### src/rtl/cache_bus_rr_arbiter.sv
// ---------------------------------------------------------------------------
// cache_bus_rr_arbiter
//
// Round-robin scheduler that shares one cache-line transfer engine among
// CONNECTIONS cache requesters. One line command is in flight at a time:
// it is granted in IDLE, offered to the engine in ISSUE, tracked in WAIT
// until the engine finishes, and the completion is returned to the owning
// cache in RESP.
//
// Ports:
//   clk, reset      clock; asynchronous active-high reset
//   req_valid       per-cache command request
//   req_store       per-cache store flag (1 = writeback, 0 = fill)
//   req_addr        per-cache line address, packed [CONNECTIONS-1:0][ADDR_WIDTH-1:0]
//   req_accept      one-hot, 1-cycle pulse: command taken
//   hold            snoop/invalidate in progress; blocks new grants in IDLE
//   eng_valid       command valid to engine
//   eng_store       forwarded store flag
//   eng_addr        forwarded line address
//   eng_id          index of the owning cache
//   eng_ready       engine accepts command
//   eng_done        1-cycle pulse: transfer finished
//   resp_valid      one-hot completion to owner
//   resp_ready      per-cache completion consume
//   busy            high whenever not IDLE
//   owner           current/last grantee
// ---------------------------------------------------------------------------
module cache_bus_rr_arbiter #(
    parameter int ADDR_WIDTH  = 64,
    parameter int CONNECTIONS = 2,
    parameter int ID_W        = $clog2(CONNECTIONS)
) (
    input  logic                                  clk,
    input  logic                                  reset,
    input  logic [CONNECTIONS-1:0]                req_valid,
    input  logic [CONNECTIONS-1:0]                req_store,
    input  logic [CONNECTIONS-1:0][ADDR_WIDTH-1:0] req_addr,
    output logic [CONNECTIONS-1:0]                req_accept,
    input  logic                                  hold,
    output logic                                  eng_valid,
    output logic                                  eng_store,
    output logic [ADDR_WIDTH-1:0]                 eng_addr,
    output logic [ID_W-1:0]                       eng_id,
    input  logic                                  eng_ready,
    input  logic                                  eng_done,
    output logic [CONNECTIONS-1:0]                resp_valid,
    input  logic [CONNECTIONS-1:0]                resp_ready,
    output logic                                  busy,
    output logic [ID_W-1:0]                       owner
);

    typedef enum logic [1:0] {
        ST_IDLE,
        ST_ISSUE,
        ST_WAIT,
        ST_RESP
    } state_t;

    localparam logic [CONNECTIONS-1:0] ONE_HOT_0 = {{(CONNECTIONS-1){1'b0}}, 1'b1};
    localparam logic [ID_W-1:0]        LAST_ID   = ID_W'(CONNECTIONS - 1);

    state_t                state, state_next;
    logic [ID_W-1:0]       rr_ptr;
    logic                  cmd_store;
    logic [ADDR_WIDTH-1:0] cmd_addr;

    logic                  grant_found;
    logic [ID_W-1:0]       grant_id;
    logic [ID_W-1:0]       scan_id;
    logic                  take;

    // Rotating priority search: the first requester at or after rr_ptr
    // (modulo CONNECTIONS) wins.
    // NOTE: every signal assigned in an always_comb gets a default at the
    // top of the block, otherwise a path that skips the assignment infers a latch.
    always_comb begin
        grant_found = 1'b0;
        grant_id    = '0;
        scan_id     = '0;
        for (int i = 0; i < CONNECTIONS; i++) begin
            scan_id = ID_W'((int'(rr_ptr) + i) % CONNECTIONS);
            if (!grant_found && req_valid[scan_id]) begin
                grant_found = 1'b1;
                grant_id    = scan_id;
            end
        end
    end

    // hold only gates the grant decision; an in-flight transfer runs to completion.
    assign take = (state == ST_IDLE) && !hold && grant_found;

    always_comb begin
        state_next = state;
        unique case (state)
            ST_IDLE:  if (take)              state_next = ST_ISSUE;
            ST_ISSUE: if (eng_ready)         state_next = ST_WAIT;
            // eng_ready is meaningless here; only completion advances.
            ST_WAIT:  if (eng_done)          state_next = ST_RESP;
            ST_RESP:  if (resp_ready[owner]) state_next = ST_IDLE;
            default:                         state_next = ST_IDLE;
        endcase
    end

    // NOTE: state registers use non-blocking assignments so every flop
    // samples the pre-edge values regardless of statement order.
    always_ff @(posedge clk or posedge reset) begin
        if (reset) begin
            state      <= ST_IDLE;
            rr_ptr     <= '0;
            owner      <= '0;
            cmd_store  <= 1'b0;
            cmd_addr   <= '0;
            req_accept <= '0;
        end else begin
            state      <= state_next;
            req_accept <= '0;
            if (take) begin
                cmd_store  <= req_store[grant_id];
                cmd_addr   <= req_addr[grant_id];
                owner      <= grant_id;
                req_accept <= ONE_HOT_0 << grant_id;
                rr_ptr     <= (grant_id == LAST_ID) ? '0 : grant_id + ID_W'(1);
            end
        end
    end

    // The command registers only load on a grant, so the engine-side fields
    // are stable for the whole ISSUE phase by construction.
    assign eng_valid  = (state == ST_ISSUE);
    assign eng_store  = cmd_store;
    assign eng_addr   = cmd_addr;
    assign eng_id     = owner;
    assign resp_valid = (state == ST_RESP) ? (ONE_HOT_0 << owner) : '0;
    assign busy       = (state != ST_IDLE);

endmodule

### config.mk
export PLATFORM = sky130hd
export DESIGN_NAME = cache_bus_rr_arbiter
export DESIGN_NICKNAME = d
export VERILOG_FILES = /design/src/rtl/cache_bus_rr_arbiter.sv
export SDC_FILE = /design/constraint.sdc
export NUM_CORES = 1
export LEC_CHECK = 0
export BUFFER_PORTS_ARGS = -buffer_cell sky130_fd_sc_hd__buf_2
export CORE_ASPECT_RATIO = 1.5
export CORE_MARGIN = 2
export CORE_UTILIZATION = 41
export CTS_CLUSTER_DIAMETER = 150
export DETAILED_ROUTE_END_ITERATION = 12
export GPL_ROUTABILITY_DRIVEN = 0
export PLACE_DENSITY_LB_ADDON = 0.1
export SLEW_MARGIN = 10
export SYNTH_ARGS = -nofsm -noshare
export SYNTH_HDL_FRONTEND = slang
export SYNTH_SLANG_ARGS = --single-unit
### constraint.sdc
create_clock -name clk -period 2.71 [get_ports clk]
set_clock_uncertainty 0.1 [all_clocks]
set_input_delay 0.542 -clock clk [delete_from_list [all_inputs] [get_ports clk]]
set_output_delay 0.542 -clock clk [all_outputs]
set_load 0.005 [all_outputs]
* Word-level counts from Yosys, hierarchy flattened
Cells that the tools add are included.
Cells by class: equal/unequal tests 7, mux-type cells 22, shifts and indexed selects 2, add/sub/neg operators 2, reduce and logical (&&, ||, !) cells 8, magnitude comparators 4
Operators with widths (count):
- 64-bit 2-to-1 mux | 2
- 1-bit 2-to-1 mux | 13
- 2-bit 2-to-1 mux | 6
- 1-bit by 2-bit less-than comparator with 1-bit output, second input constant | 4
- 2-bit one-hot mux with 4 select lines | 1
- 2-bit inequality test, second input constant | 3
- 2-bit == test, second input constant | 2
- 4-bit AND reduction | 1
- 1-bit by 1-bit << shifter with 2-bit output, first input constant | 2
- 1-bit logical AND | 3
- 1-bit adder, second input constant | 2
- 2-bit by 1-bit == test with 1-bit output, second input constant | 1
- 1-bit logical NOT | 2
- 2-bit logical NOT | 1
- 2-bit by 1-bit inequality test with 1-bit output, second input constant | 1
- 2-bit nonzero test | 1
Word-level totals: input bits 139, flip-flop bits (word level) 71

* Depth between registers and ports, before layout
depth after elaboration 9, mapped depth 9, gate-level depth less buffers 6

* Worst setup path before layout
Ideal clock, no wire load.
path kind register to register, start point register state[0], end point register cmd_addr[0] (netlist: eng_addr[0]), clock period less this slack 1.822 ns, data arrival time 1.595 ns, library setup time 0.127 ns, slack 0.888 ns, stages on the path, launching flop included 10, cells stage by stage dfrtp_1 inv_1 ha_1 nor2b_4 and3_1 clkbuf_1 buf_6 buf_6 a222oi_1 inv_1
On the way: longest elaborated chain between the ends 3
Ends and longest elaborated chain:
- start: declaration | RTL line 62 | state_t state, state_next;
- start signal: assignment | RTL line 115 | state <= state_next;
- 2-bit logical NOT | RTL line 90 | assign take = (state == ST_IDLE) && !hold && grant_found;
- 1-bit logical AND (2 in a row) | RTL line 90
- end signal: assignment | RTL line 119 | cmd_addr <= req_addr[grant_id];
- end: declaration | RTL line 65 | logic [ADDR_WIDTH-1:0] cmd_addr;
Every way passes these cells. A chain may end at the register's enable or synchronous reset.

* Worst setup path after layout
start point register state[0], end point register cmd_addr[58] (netlist: eng_addr[58])
The elaborated chain is that of the path after synthesis.

==> impl_metrics.ini <==
[status]
outcome = completed

[power]
p_seq_frac = 0.442
comb_power_share = 0.393
p_sw_frac = 0.336
internal_power_mw = 2.69
switchingPower_mw = 1.36
irDropWorstVdd_uv = 558
power_density_nw_per_um2 = 946
clkPwrFrac = 0.165
leakage_nw = 2.65
p_total_mw = 4.05

[layout]
num_antenna_cells = 0
fin_cells = 560
multi_input_area_um2 = 837
regArea_um2 = 1780
final_nets = 600
fillers = 637
area_growth_pct = 42.5
drive_above_1_share = 0.504

[grt]
grt_overflow = 0
grt_pass1_wl_mm = 12.3
grt_use_total = 0.204
grt_max_degree = 40
grt_pass1_vias = 2676
antenna_found_initial = 0

[route]
drc = 0
drt_iter0_drc = 385
wire_per_inst_um = 15.2
drt-total-wl_mm = 8.50
drt-pass1-iter-count = 13
vias = 2913
viasPerCell = 5.20
postRouteAntennaNets = 0

[clock_tree]
cts_hold_buf = 0
post-cts-setup-buffers = 0
clockRootBuffer = clkbuf_8
path_clk_slew_ps = 70
clk_latency_ps = 330
h-tree-depth = 3
tritoncts_num_sinks = 71
post_cts_resized = 0
clockBufferDepth = 2
cts_inserted_buffers = 9
cts_tree = yes

[synthesis]
synth_edf_count = 0
post-synth-top-count-cell = inv_1
synth_top_area_frac = 0.591
ys_async_sr_fraction = 1.00
syn_nets = 397
synth.top_cells.by_area = dfrtp_1 (59%), a222oi_1 (22%), inv_1 (9.0%)
synthFlopType = dfrtp_1
synth_area_um2 = 3010
synth.distinct_cells = 23
synth_common_cells = inv_1 (72), dfrtp_1 (71), a222oi_1 (66)
syn_inst = 254
syn_avg_cell_area_um2 = 11.8
ys_seq_area_frac = 0.591
ys_seq_elements = 71
yosysTopAreaCell = dfrtp_1
yosysWarnings = 0

[setup_path]
worstSetupEndpointType = flip-flop
path_cells = inv_1 -> ha_1 -> nor2b_4 -> and3_2 -> buf_12 -> a222oi_1 -> inv_1
cp.arrival_ps = 2400
cp-startpoint = state[0]
worstSetupPathType = flip-flop to flip-flop
required_ps = 2880
start_kind = flip-flop
timing.rr.start = state[0]
cp_slowest_cell = and3_2
path_buf_inv = 3
crit_family = simple AND/OR/NAND/NOR gates
worst-path-max-fanout = 34
slowest_delay_ps = 640
reg2reg_slack_ps = 480
crit_top_cell = inv_1

[run]
max_cap_viol_count = 0

[place]
pre_cts_slack_ps = 455
io_buffer_count = 211
placedCellCount = 546
hpwl_mm = 6.26

[sta]
period_needed_ps = 2230
slew_violations = 0
hold_viol = 0
setup_ws_ps = 475
maxSlewHeadroom = 0.351
worst_pin_slew_ps = 970
rsz0062_at_grt = false
min_period_over_period = 0.825
fmax_mhz = 447
finalSetupViolCount = 0
whs_ps = 255
fin_setup_tns_ps = 0

[floorplan]
fp.dieH_um = 109
start_util = 0.419
pin_count = 212
dieArea_um2 = 8050
core_um2 = 7180
chipWidth_um = 73.9
rows = 38

[min_path]
hold_class = input port to async pin
power groups by stage:
stage / registers (mW) / clock network (mW) / logic (mW)
final: 1.79 / 0.667 / 1.60
after global routing: 1.84 / 0.743 / 1.81
after CTS: 1.79 / 0.702 / 1.63
after detailed placement: 1.79 / 0 / 1.63
after global placement: 1.80 / 0 / 1.59
after floorplan: 1.81 / 0 / 0.838
sequential cells by signal, summed over array words and instances, names as in the netlist:
register,count
eng_store,1
state,2
req_accept,2
eng_id,1
rr_ptr,1
eng_addr,64
metrics by stage:
step	area, um^2	util
2_1_floorplan	3010	-
3_3_place_gp	4140	0.577
3_5_place_dp	4140	0.577
4_1_cts	4290	0.597
5_1_grt	4290	0.597
6_report	4290	0.597
routing by layer:
| metal | routed length [um] | global-route usage | vias to the layer above | part of all wire |
|---|---|---|---|---|
| met1 | 3370 | 0.246 | 1392 | 0.40 |
| met3 | 590 | 0.0536 | 8 | 0.069 |
| li1 | - | - | 1353 | - |
| met4 | 114 | 0.0805 | 0 | 0.013 |
| met2 | 4430 | 0.344 | 160 | 0.52 |
| met5 | 0 | 0 | - | 0 |
final timing paths:
| kind | endpoint | depth (start not counted) |
|---|---|---|
| worst min register to register | eng_addr[34] | 2 |
| worst max-delay path | eng_addr[58] | 7 |
| min in group clk | eng_addr[52] | 3 |
| worst max register to register | eng_addr[58] | 7 |
| max in group asynchronous | eng_addr[6] | 3 |
| worst min-delay path | eng_addr[3] | 2 |
kinds of logic after synthesis:
| kind of cell | Yosys count | share of synthesized area |
|---|---|---|
| AND/OR/NAND/NOR | 11 | 0.0225 |
| AO/OA/AOI/OAI | 71 | 0.231 |
| multiplexers | 1 | 0.00375 |
| buffers and inverters | 96 | 0.135 |
| adder cells (fa/ha/maj) | 4 | 0.0166 |
| flip-flops | 71 | 0.591 |
placed cells by master (no fill, tap or decap):
master / instances
a21o_1: 2
a222oi_1: 66
a32oi_1: 1
and2_1: 1
and3_2: 2
buf_12: 3
buf_2: 211
buf_4: 2
clkbuf_1: 3
clkbuf_8: 9
clkinv_2: 2
dfrtp_1: 71
ha_1: 4
inv_1: 71
inv_2: 1
mux2_1: 1
nand2_1: 1
nand2b_1: 2
nand3_1: 1
nor2_1: 2
nor2b_1: 1
nor2b_4: 1
o21ai_0: 1
o21ai_4: 1
area by class of cell:
cell class	count	area share
flip-flops and latches	71	0.415
clock inverters	2	0.00234
well taps	100	0.0292
inverters	72	0.0631
repair buffers	216	0.264
clock buffers	12	0.0315
multi-input cells	87	0.195
Power figures use the tool's default switching activity.
